**config.mk**
```make
export PLATFORM = sky130hd
export DESIGN_NAME = program_sequencer_flat
export DESIGN_NICKNAME = d
export VERILOG_FILES = /design/src/rtl/cpu_seq_pkg.sv /design/src/rtl/program_sequencer_if.sv /design/src/rtl/seq_pc.sv /design/src/rtl/program_sequencer.sv /design/src/flat_wrapper.sv
export SDC_FILE = /design/constraint.sdc
export NUM_CORES = 1
export LEC_CHECK = 0
export CAP_MARGIN = 25
export CORE_ASPECT_RATIO = 1.4
export CORE_MARGIN = 1.5
export CORE_UTILIZATION = 43
export DETAILED_ROUTE_END_ITERATION = 8
export GPL_TIMING_DRIVEN = 0
export PLACE_DENSITY = 0.81
export SYNTH_ARGS = -nofsm -noshare
export SYNTH_HDL_FRONTEND = slang
export SYNTH_SLANG_ARGS = --single-unit
```
**constraint.sdc**
```tcl
create_clock -name clk -period 5.5 [get_ports clk]
set_input_delay 1.375 -clock clk [delete_from_list [all_inputs] [get_ports clk]]
set_output_delay 1.375 -clock clk [all_outputs]
set_load 0.05 [all_outputs]
```
**src/rtl/cpu_seq_pkg.sv**
```systemverilog
// Shared definitions for the program sequencer: state encoding, instruction
// field positions, the default halt opcode and the PC update command type.
package cpu_seq_pkg;

    localparam int ADDR_W_DEFAULT = 5;
    localparam int DATA_W_DEFAULT = 4;

    localparam logic [1:0] ST_IDLE  = 2'd0;
    localparam logic [1:0] ST_FETCH = 2'd1;
    localparam logic [1:0] ST_EXEC  = 2'd2;
    localparam logic [1:0] ST_HALT  = 2'd3;

    localparam logic [DATA_W_DEFAULT-1:0] HALT_OPCODE_DEFAULT = 4'hF;

    // Instruction word layout: opcode in the top nibble, operand below it.
    localparam int INSTR_W    = 3 * DATA_W_DEFAULT;
    localparam int OPCODE_HI  = 11;
    localparam int OPCODE_LO  = 8;
    localparam int OPERAND_HI = 7;
    localparam int OPERAND_LO = 0;

    typedef enum logic [1:0] {
        PC_HOLD  = 2'd0,
        PC_CLEAR = 2'd1,
        PC_INC1  = 2'd2,
        PC_INC2  = 2'd3
    } pc_op_e;

endpackage

```
**src/rtl/program_sequencer_if.sv**
```systemverilog
// Fetch handshake to the program ROM plus the issue path to the execution
// unit; the sequencer drives through the master modport.
interface program_sequencer_if #(
    parameter int ADDR_W = 5,
    parameter int DATA_W = 4
);
    logic                  rom_req;
    logic [ADDR_W-1:0]     rom_addr;
    logic                  rom_valid;
    logic [3*DATA_W-1:0]   rom_data;
    logic [DATA_W-1:0]     opcode;
    logic [2*DATA_W-1:0]   operand;
    logic                  start;
    logic                  skip;

    modport master (
        output rom_req, rom_addr, opcode, operand, start,
        input  rom_valid, rom_data, skip
    );

    modport slave (
        input  rom_req, rom_addr, opcode, operand, start,
        output rom_valid, rom_data, skip
    );
endinterface

```
**src/rtl/seq_pc.sv**
```systemverilog
// Program counter register: clear, +1 or +2 per command, wrapping modulo
// 2^ADDR_W through natural truncation of the adder.
module seq_pc
    import cpu_seq_pkg::*;
#(
    parameter int ADDR_W = ADDR_W_DEFAULT
) (
    input  logic              clk,
    input  logic              reset,
    input  pc_op_e            i_pc_op,
    output logic [ADDR_W-1:0] o_pc
);

    logic [ADDR_W-1:0] r_pc;

    always_ff @(posedge clk) begin
        if (reset) begin
            r_pc <= '0;
        end else begin
            case (i_pc_op)
                PC_CLEAR: r_pc <= '0;
                PC_INC1:  r_pc <= r_pc + ADDR_W'(1);
                PC_INC2:  r_pc <= r_pc + ADDR_W'(2);
                default:  r_pc <= r_pc;
            endcase
        end
    end

    assign o_pc = r_pc;

endmodule

```
**src/rtl/program_sequencer.sv**
```systemverilog
// Fetch/issue controller: walks the program ROM and strobes each instruction
// into the execution unit. Optional breakpoint support under SEQ_BREAKPOINT_EN.
module program_sequencer
    import cpu_seq_pkg::*;
#(
    parameter int                          ROM_ADDRESS_WIDTH = ADDR_W_DEFAULT,
    parameter int                          INPUT_DATA_WIDTH  = DATA_W_DEFAULT,
    parameter logic [INPUT_DATA_WIDTH-1:0] HALT_OPCODE       = HALT_OPCODE_DEFAULT
) (
    input  logic                         clk,
    input  logic                         reset,
    input  logic                         run,
    input  logic                         stop,
    program_sequencer_if.master          bus,
`ifdef SEQ_BREAKPOINT_EN
    input  logic                         bp_en,
    input  logic [ROM_ADDRESS_WIDTH-1:0] bp_addr,
`endif
    output logic [ROM_ADDRESS_WIDTH-1:0] pc,
    output logic                         busy,
    output logic                         halted,
    output logic                         bp_hit
);

    logic [1:0]                   r_state;
    logic [1:0]                   w_state_next;
    logic [INSTR_W-1:0]           r_ir;
    logic [ROM_ADDRESS_WIDTH-1:0] w_pc;
    pc_op_e                       w_pc_op;
    logic                         w_launch;
    logic                         w_capture;
    logic                         w_is_halt_word;
    logic                         w_bp_launch;
    logic                         w_bp_exec;

    // A run only counts when stop is not also asserted; stop always wins.
    assign w_launch       = ((r_state == ST_IDLE) || (r_state == ST_HALT)) && run && !stop;
    assign w_capture      = (r_state == ST_FETCH) && bus.rom_valid && !stop;
    assign w_is_halt_word = (bus.rom_data[OPCODE_HI:OPCODE_LO] == HALT_OPCODE);

`ifdef SEQ_BREAKPOINT_EN
    logic [ROM_ADDRESS_WIDTH-1:0] w_pc_after_exec;
    logic                         r_bp_hit;

    // The breakpoint is judged against the address FETCH would start at, so
    // the redirect to HALT happens before any request goes out.
    assign w_pc_after_exec = w_pc + (bus.skip ? ROM_ADDRESS_WIDTH'(2) : ROM_ADDRESS_WIDTH'(1));
    assign w_bp_launch     = bp_en && (bp_addr == '0);
    assign w_bp_exec       = bp_en && (bp_addr == w_pc_after_exec);

    always_ff @(posedge clk) begin
        if (reset) begin
            r_bp_hit <= 1'b0;
        end else if (w_launch) begin
            r_bp_hit <= w_bp_launch;
        end else if ((r_state == ST_EXEC) && !stop && w_bp_exec) begin
            r_bp_hit <= 1'b1;
        end
    end

    assign bp_hit = r_bp_hit;
`else
    assign w_bp_launch = 1'b0;
    assign w_bp_exec   = 1'b0;
    assign bp_hit      = 1'b0;
`endif

    always_comb begin
        w_state_next = r_state;
        case (r_state)
            ST_IDLE, ST_HALT: begin
                if (stop) begin
                    w_state_next = ST_IDLE;
                end else if (run) begin
                    w_state_next = w_bp_launch ? ST_HALT : ST_FETCH;
                end
            end
            ST_FETCH: begin
                if (stop) begin
                    w_state_next = ST_IDLE;
                end else if (bus.rom_valid) begin
                    w_state_next = w_is_halt_word ? ST_HALT : ST_EXEC;
                end
            end
            ST_EXEC: begin
                if (stop) begin
                    w_state_next = ST_IDLE;
                end else begin
                    w_state_next = w_bp_exec ? ST_HALT : ST_FETCH;
                end
            end
            default: w_state_next = ST_IDLE;
        endcase
    end

    always_comb begin
        w_pc_op = PC_HOLD;
        if (w_launch) begin
            w_pc_op = PC_CLEAR;
        end else if (r_state == ST_EXEC) begin
            w_pc_op = bus.skip ? PC_INC2 : PC_INC1;
        end
    end

    always_ff @(posedge clk) begin
        if (reset) begin
            r_state <= ST_IDLE;
            r_ir    <= '0;
        end else begin
            r_state <= w_state_next;
            if (w_capture) begin
                r_ir <= bus.rom_data;
            end
        end
    end

    seq_pc #(
        .ADDR_W (ROM_ADDRESS_WIDTH)
    ) u_seq_pc (
        .clk     (clk),
        .reset   (reset),
        .i_pc_op (w_pc_op),
        .o_pc    (w_pc)
    );

    assign bus.rom_req  = (r_state == ST_FETCH);
    assign bus.rom_addr = w_pc;
    assign bus.start    = (r_state == ST_EXEC);
    assign bus.opcode   = r_ir[OPCODE_HI:OPCODE_LO];
    assign bus.operand  = r_ir[OPERAND_HI:OPERAND_LO];
    assign pc           = w_pc;
    assign busy         = (r_state == ST_FETCH) || (r_state == ST_EXEC);
    assign halted       = (r_state == ST_HALT);

endmodule

```
**src/flat_wrapper.sv**
```systemverilog
// flat-port wrapper written by rule: the top's interface ports become plain ports
module program_sequencer_flat import cpu_seq_pkg::*;
#(
    parameter int                          ROM_ADDRESS_WIDTH = ADDR_W_DEFAULT,
    parameter int                          INPUT_DATA_WIDTH  = DATA_W_DEFAULT,
    parameter logic [INPUT_DATA_WIDTH-1:0] HALT_OPCODE       = HALT_OPCODE_DEFAULT
)
  (clk, reset, run, stop, pc, busy, halted, bp_hit, bus_rom_req, bus_rom_addr, bus_opcode, bus_operand, bus_start, bus_rom_valid, bus_rom_data, bus_skip);
  program_sequencer_if #(.ADDR_W((5)), .DATA_W((4))) bus_i ();
  input  logic clk;
  input  logic reset;
  input  logic run;
  input  logic stop;
  output logic [ROM_ADDRESS_WIDTH-1:0] pc;
  output logic busy;
  output logic halted;
  output logic bp_hit;
  output wire logic [$bits(bus_i.rom_req)-1:0] bus_rom_req;
  output wire logic [$bits(bus_i.rom_addr)-1:0] bus_rom_addr;
  output wire logic [$bits(bus_i.opcode)-1:0] bus_opcode;
  output wire logic [$bits(bus_i.operand)-1:0] bus_operand;
  output wire logic [$bits(bus_i.start)-1:0] bus_start;
  input wire logic [$bits(bus_i.rom_valid)-1:0] bus_rom_valid;
  input wire logic [$bits(bus_i.rom_data)-1:0] bus_rom_data;
  input wire logic [$bits(bus_i.skip)-1:0] bus_skip;
  assign bus_rom_req = bus_i.rom_req;
  assign bus_rom_addr = bus_i.rom_addr;
  assign bus_opcode = bus_i.opcode;
  assign bus_operand = bus_i.operand;
  assign bus_start = bus_i.start;
  assign bus_i.rom_valid = bus_rom_valid;
  assign bus_i.rom_data = bus_rom_data;
  assign bus_i.skip = bus_skip;
  program_sequencer #(.ROM_ADDRESS_WIDTH(ROM_ADDRESS_WIDTH), .INPUT_DATA_WIDTH(INPUT_DATA_WIDTH), .HALT_OPCODE(HALT_OPCODE)) u_core (.clk(clk), .reset(reset), .run(run), .stop(stop), .bus(bus_i), .pc(pc), .busy(busy), .halted(halted), .bp_hit(bp_hit));
endmodule
```
==> load_flow_metrics.sql, run 1 <==
INSERT INTO impl_metrics (metric_group, metric, value, unit) VALUES
('cts', 'postCtsSetupRepairBufs', '0', ''),
('routing', 'routed_length_per_placed_instance', '11.9', 'um'),
('min_path', 'hold_path_class', 'reg -> reg', ''),
('cts', 'tritoncts', 'yes', ''),
('cells_and_area', 'drive_above_1_share', '10.1', '%'),
('timing', 'maxSlewHeadroom', '65.8', '%'),
('routing', 'met3WireLength', '81', 'um'),
('synth', 'synth_area', '1000', 'um2'),
('routing', 'top_layer_used', 'met4', ''),
('timing', 'setup_tns', '0', 'ns'),
('routing', 'routed-via-count', '989', ''),
('global_routing', 'antenna_found_initial', '0', ''),
('cts', 'cts_hold_bufs', '0', ''),
('worst_setup_path', 'critPathMaxFanout', '3', ''),
('timing', 'final_hold_viol_count', '0', ''),
('timing', 'post-route-period-util', '60.6', '%'),
('global_routing', 'first_pass_grt_wire_length', '3980', 'um'),
('placed_design', 'dpl.hpwl', '1830', 'um'),
('cells_and_area', 'layout.cells.most_common', 'sky130_fd_sc_hd__clkdlybuf4s50_1', ''),
('cells_and_area', 'fillCellCount', '195', ''),
('worst_setup_path', 'worst-endpoint-arrival', '1.96', 'ns'),
('synth', 'post_synth_num_cell_types', '28', ''),
('cells_and_area', 'antenna-diode-count', '0', ''),
('synth', 'synthesis.instances', '122', ''),
('floorplan', 'placement_rows', '20', ''),
('worst_setup_path', 'critPathKind', 'reg -> out', ''),
('global_routing', 'globalRouteTotalUtil', '19.8', '%'),
('routing', 'drcViolationCount', '0', ''),
('flow_run', 'max-cap-violations', '0', ''),
('synth', 'synth_edf_count', '0', ''),
('routing', 'route.detailed.vias_per_inst', '5.18', ''),
('timing', 'worst_max_slew_pin_slew', '0.511', 'ns'),
('synth', 'synth_async_sr_flop_share', '0', '%'),
('timing', 'setup_repair_after_global_routing_missed_its_margin', 'no', ''),
('cells_and_area', 'areaGrowthSynthToFinish', '48.3', '%'),
('floorplan', 'start_util', '45.6', '%'),
('synth', 'synth_nets', '149', ''),
('floorplan', 'fp.dieW', '43.9', 'um'),
('worst_setup_path', 'startpoint_type', 'flip-flop', ''),
('global_routing', 'globalRoute.totalOverflow', '0', ''),
('cts', 'path_clk_slew', '0.11', 'ns'),
('timing', 'setup-violations-final', '0', ''),
('floorplan', 'floorplan.core_area', '2200', 'um2'),
('cts', 'cts_inserted_buffers', '3', ''),
('cells_and_area', 'postLayoutCellArea', '1490', 'um2'),
('cts', 'cts_root_buf', 'sky130_fd_sc_hd__clkbuf_4', ''),
('power_and_ir_drop', 'power.density', '175', 'nW/um2'),
('cts', 'max-clock-path-buffers', '2', ''),
('cts', 'clkLatencyLatePin', '0.29', 'ns'),
('cells_and_area', 'layout.cells.most_common_list', '43 x sky130_fd_sc_hd__clkdlybuf4s50_1, 31 x sky130_fd_sc_hd__nand2_1, 19 x sky130_fd_sc_hd__dfxtp_1', ''),
('synth', 'yosys.area.top_type', 'sky130_fd_sc_hd__dfxtp_1', ''),
('cts', 'tritoncts_num_sinks', '19', ''),
('synth', 'synth_flop_type', 'sky130_fd_sc_hd__dfxtp_1', ''),
('run_status', 'run_status', 'finished, final reports clean', ''),
('synth', 'synth.yosys.warnings', '0', ''),
('timing', 'max_clock_freq', '300', 'MHz'),
('timing', 'final.min_clock_period', '3.33', 'ns'),
('global_routing', 'number_of_global_route_vias_before_repair', '941', ''),
('floorplan', 'die_h', '60.2', 'um'),
('synth', 'post_synth_top_area_share', '37.9', '%'),
('routing', 'wl_met1', '889', 'um'),
('cts', 'post_cts.resized_instances', '0', ''),
('routing', 'met2_length', '1280', 'um'),
('floorplan', 'fp.dieArea', '2640', 'um2'),
('floorplan', 'ios', '45', ''),
('timing', 'number_of_max_slew_violations_in_the_final_report', '0', ''),
('placed_design', 'gp_routability_congestion', '0.840', ''),
('worst_setup_path', 'endpoint_kind', 'output port', ''),
('placed_design', 'placed_area', '1460', 'um2'),
('routing', 'drt-pass1-iter-count', '4', ''),
('cts', 'ctsHtreeMaxLevel', '1', '');
## layout make-up
type / instances / area (um2) / share of cell area, %
multi-input cells: 86 / 536 / 35.9
repair buffers: 43 / 430 / 28.9
flip-flops and latches: 19 / 380 / 25.5
plain buffers: 10 / 62.6 / 4.20
well taps: 22 / 27.5 / 1.85
inverters: 7 / 26.3 / 1.76
clock buffers: 3 / 22.5 / 1.51
clock inverters: 1 / 5.00 / 0.336
## routing by layer
| metal | up-vias | global-route usage [%] |
|---|---|---|
| met5 | - | 0 |
| met4 | 0 | 9.52 |
| met3 | 2 | 2.11 |
| met2 | 27 | 36.8 |
| met1 | 457 | 21.6 |
| li1 | 503 | - |
## Yosys cell counts (2+ instances only)
library cell,count
sky130_fd_sc_hd__a22oi_1,3
sky130_fd_sc_hd__o32ai_1,2
sky130_fd_sc_hd__nand2_1,31
sky130_fd_sc_hd__nand3_1,4
sky130_fd_sc_hd__dfxtp_1,19
sky130_fd_sc_hd__or3_1,2
sky130_fd_sc_hd__buf_2,2
sky130_fd_sc_hd__inv_1,7
sky130_fd_sc_hd__ha_1,9
sky130_fd_sc_hd__or2_2,2
sky130_fd_sc_hd__nor2_1,2
sky130_fd_sc_hd__a2111oi_0,2
sky130_fd_sc_hd__a21oi_1,15
sky130_fd_sc_hd__buf_4,6
sky130_fd_sc_hd__xnor2_1,2
sky130_fd_sc_hd__nand2b_1,2
## cells by family after synthesis
group	after synthesis	share of synthesized area (%)
AOI/OAI and AO/OA	26	16.2
xor gates and xnor gates	3	2.62
adders and majority gates	9	11.2
buffers and inverters	17	8.84
DFF	19	37.9
muxes	1	1.12
other	1	0.373
and+or+nand+nor	46	21.8
## registers in the layout (all words and copies together) (netlist names)
| signal | count |
|---|---|
| u_core.r_ir | 12 |
| u_core.u_seq_pc.o_pc | 5 |
| u_core.r_state | 2 |
## power by group
part           internal [mW]  leakage [nW]  switching (mW)
sequential             0.140         0.153         0.00132
combinational         0.0221         0.400          0.0278
clock                 0.0270        0.0177          0.0433
## metrics by stage
stage | hold WS (ns) | std cells | setup WS [ns] | util [%] | total power [mW]
floorplan | 0.490 | 122 | 2.95 | - | 0.172
global placement | 0.443 | 187 | 2.36 | 66.4 | 0.193
detailed placement | 0.448 | 187 | 2.28 | 66.4 | 0.194
CTS | 0.464 | 191 | 2.16 | 67.7 | 0.264
global route | 0.483 | 191 | 2.08 | 67.7 | 0.276
finish | 0.461 | 191 | 2.17 | 67.7 | 0.261
## critical path: stages (launching register included)
cell and delay [ns]:
sky130_fd_sc_hd__dfxtp_1 0.37, sky130_fd_sc_hd__inv_1 0.08, sky130_fd_sc_hd__ha_1 0.35, sky130_fd_sc_hd__inv_1 0.07, sky130_fd_sc_hd__clkdlybuf4s50_1 0.79
## worst paths after layout
path	depth (start not counted)	slack, ns	from	endpoint
worst max-delay path	4	2.17	u_core.r_state[0]	busy
worst min-delay path	2	0.46	u_core.r_ir[5]	u_core.r_ir[5]
worst max register to register	8	3.42	u_core.r_state[0]	u_core.u_seq_pc.o_pc[3]
worst min register to register	2	0.46	u_core.r_ir[5]	u_core.r_ir[5]
Power figures use the tool's default switching activity.
==> inputs of run 2 (changes only) <==
--- a/config.mk
+++ b/config.mk
@@ -8,10 +8,10 @@
 export CAP_MARGIN = 25
 export CORE_ASPECT_RATIO = 1.4
 export CORE_MARGIN = 1.5
-export CORE_UTILIZATION = 43
+export CORE_UTILIZATION = 37
 export DETAILED_ROUTE_END_ITERATION = 8
 export GPL_TIMING_DRIVEN = 0
-export PLACE_DENSITY = 0.81
+export PLACE_DENSITY = 0.74
 export SYNTH_ARGS = -nofsm -noshare
 export SYNTH_HDL_FRONTEND = slang
 export SYNTH_SLANG_ARGS = --single-unit
==> constraint.sdc (replaced) <==
create_clock -name clk -period 2.8 [get_ports clk]
set_input_delay 0.7 -clock clk [delete_from_list [all_inputs] [get_ports clk]]
set_output_delay 0.7 -clock clk [all_outputs]
set_load 0.05 [all_outputs]
==> run 2 against run 1 <==
Worst hold slack better by 0.0022 ns. Global-route usage decreased by 3.9 points. Clock skew increased by 0.0023 ns. Combinational power increased by 97%. Count of clock-buffer cells in the layout is the same. Sequential share of layout area down 0.30 points. Flip-flop and latch count did not move. Non-clock buffer count unchanged. Critical endpoint unchanged. Highest routed layer unchanged.
==> load_flow_metrics.sql, run 2 (synthesized netlist as in run 1, its figures left out) <==
INSERT INTO impl_metrics (metric_group, metric, value, unit) VALUES
('min_path', 'hold_path_class', 'reg -> reg', ''),
('power_and_ir_drop', 'ir_drop', '0.000250', 'V'),
('floorplan', 'ios', '45', ''),
('worst_setup_path', 'worst-endpoint-arrival', '1.97', 'ns'),
('run_status', 'run_status', 'finished, final reports clean', ''),
('cells_and_area', 'largest_register_ffs', '12', ''),
('floorplan', 'fp.dieW', '47.0', 'um'),
('routing', 'drt_iter0_markers', '32', ''),
('cells_and_area', 'antenna-diode-count', '0', ''),
('worst_setup_path', 'endpoint_kind', 'output port', ''),
('cells_and_area', 'multiInputGateArea', '536', 'um2'),
('cells_and_area', 'drive_above_1_share', '10.1', '%'),
('global_routing', 'globalRouteTotalUtil', '15.8', '%'),
('placed_design', 'gp_routability_congestion', '0.848', ''),
('global_routing', 'first_pass_grt_wire_length', '3620', 'um'),
('timing', 'final_hold_viol_count', '0', ''),
('cells_and_area', 'fin_util', '57.7', '%'),
('worst_setup_path', 'critPathMaxFanout', '3', ''),
('worst_setup_path', 'cpMostUsedCell', 'sky130_fd_sc_hd__inv_1', ''),
('routing', 'route.detailed.vias_per_inst', '4.85', ''),
('worst_setup_path', 'critPathMaxStageDelay', '0.79', 'ns'),
('routing', 'drcViolationCount', '0', ''),
('timing', 'setup_repair_after_global_routing_missed_its_margin', 'no', ''),
('routing', 'routed_antenna_nets', '0', ''),
('floorplan', 'die_h', '64.7', 'um'),
('power_and_ir_drop', 'power.leakage', '0.571', 'nW'),
('timing', 'setup_tns', '0', 'ns'),
('timing', 'number_of_max_slew_violations_in_the_final_report', '0', ''),
('floorplan', 'start_util', '38.4', '%'),
('worst_setup_path', 'cp_data_required_time', '2.10', 'ns'),
('cts', 'clkLatencyLatePin', '0.30', 'ns'),
('cts', 'max-clock-path-buffers', '2', ''),
('cells_and_area', 'fillCellCount', '253', ''),
('cts', 'ctsHtreeMaxLevel', '1', ''),
('global_routing', 'globalRoute.totalOverflow', '0', ''),
('cts', 'cts_root_buf', 'sky130_fd_sc_hd__clkbuf_4', ''),
('floorplan', 'fp.dieArea', '3040', 'um2'),
('timing', 'final.min_clock_period', '2.67', 'ns'),
('timing', 'max_clock_freq', '374', 'MHz'),
('cts', 'tritoncts', 'yes', ''),
('cts', 'path_clk_slew', '0.11', 'ns'),
('timing', 'skew', '0.00550', 'ns'),
('cells_and_area', 'layout.cells.most_common_list', '43 x sky130_fd_sc_hd__clkdlybuf4s50_1, 31 x sky130_fd_sc_hd__nand2_1, 19 x sky130_fd_sc_hd__dfxtp_1', ''),
('global_routing', 'antenna_found_initial', '0', ''),
('timing', 'post-route-period-util', '95.4', '%'),
('timing', 'setup-violations-final', '0', ''),
('worst_setup_path', 'timing.critical_path.slowest_stage_cell', 'sky130_fd_sc_hd__clkdlybuf4s50_1', ''),
('timing', 'worst_max_slew_pin_slew', '0.515', 'ns'),
('cts', 'cts_inserted_buffers', '3', ''),
('flow_run', 'max-cap-violations', '0', ''),
('routing', 'drt-pass1-iter-count', '4', ''),
('floorplan', 'floorplan.core_area', '2620', 'um2'),
('cts', 'tritoncts_num_sinks', '19', ''),
('power_and_ir_drop', 'power.density', '342', 'nW/um2'),
('cells_and_area', 'num-nets-final', '197', ''),
('placed_design', 'dpl.hpwl', '1750', 'um'),
('floorplan', 'placement_rows', '22', ''),
('cts', 'post_cts.resized_instances', '0', ''),
('cells_and_area', 'largest-register', 'u_core.r_ir', ''),
('routing', 'routed_wirelength', '2260', 'um'),
('worst_setup_path', 'cp_cell_instances', 'inv_1 -> ha_1 -> inv_1 -> clkdlybuf4s50_1', ''),
('worst_setup_path', 'critPathTopFamily', 'buffers and inverters', ''),
('cts', 'postCtsSetupRepairBufs', '0', ''),
('routing', 'routed_length_per_placed_instance', '11.0', 'um'),
('global_routing', 'grt_max_degree', '12', ''),
('worst_setup_path', 'startpoint_type', 'flip-flop', ''),
('routing', 'routed-via-count', '994', ''),
('worst_setup_path', 'buffers_inverters_on_critical_path', '3', ''),
('cells_and_area', 'areaGrowthSynthToFinish', '50.1', '%'),
('global_routing', 'number_of_global_route_vias_before_repair', '925', ''),
('cells_and_area', 'ff_latch_area', '380', 'um2'),
('placed_design', 'io_buffer_count', '43', ''),
('timing', 'maxSlewHeadroom', '65.5', '%'),
('worst_setup_path', 'critPathKind', 'reg -> out', ''),
('cells_and_area', 'layout.cells.most_common', 'sky130_fd_sc_hd__clkdlybuf4s50_1', ''),
('cts', 'cts_hold_bufs', '0', '');
==> run 2: cell counts in the layout (fill, tap and decap cells not counted) <==
Identical to the previous run, type by type.
==> run 2: final timing paths <==
kind | start | to | slack, ns | depth (start not counted)
max | u_core.r_state[0] | busy | 0.13 | 4
min | u_core.r_ir[7] | u_core.r_ir[7] | 0.46 | 2
max reg2reg | u_core.r_state[0] | u_core.u_seq_pc.o_pc[3] | 0.75 | 8
min reg2reg | u_core.r_ir[7] | u_core.r_ir[7] | 0.46 | 2
==> run 2: stage by stage <==
step	power [mW]	hold slack, ns	setup WS, ns	std cells	cell area (um2)
2_1_floorplan	0.337	0.490	0.748	122	1000
3_3_place_gp	0.379	0.444	0.340	201	1480
3_5_place_dp	0.381	0.445	0.267	201	1480
4_1_cts	0.521	0.466	0.126	205	1510
5_1_grt	0.542	0.484	0.0621	205	1510
6_report	0.516	0.463	0.128	205	1510
==> run 2: final cells by class <==
class | count | area share (%)
plain buffers | 10 | 4.15
clock buffers | 3 | 1.49
clock inverters | 1 | 0.332
inverters | 7 | 1.74
multi-input cells | 86 | 35.5
flip-flops and latches | 19 | 25.2
well taps | 36 | 2.99
repair buffers | 43 | 28.5
==> run 2: report_power, final <==
| group | switching (mW) | internal, mW |
|---|---|---|
| registers | 0.00278 | 0.274 |
| clock network | 0.0871 | 0.0533 |
| logic | 0.0550 | 0.0435 |
==> run 2: metal layers <==
layer	GRT usage, %	share of wire, %	vias to the layer above
li1	-	-	498
met2	28.8	53	43
met4	6.94	2.0	0
met5	0	0	-
met3	1.67	4.6	7
met1	17.2	40	446
==> run 2: worst reg2reg max path, cell delays in order, from the launching register on <==
cell	delay [ns]
sky130_fd_sc_hd__dfxtp_1	0.38
sky130_fd_sc_hd__inv_1	0.07
sky130_fd_sc_hd__ha_1	0.36
sky130_fd_sc_hd__nand3b_4	0.11
sky130_fd_sc_hd__nand2_1	0.09
sky130_fd_sc_hd__inv_1	0.07
sky130_fd_sc_hd__ha_1	0.28
sky130_fd_sc_hd__or2_2	0.33
sky130_fd_sc_hd__o32ai_1	0.26
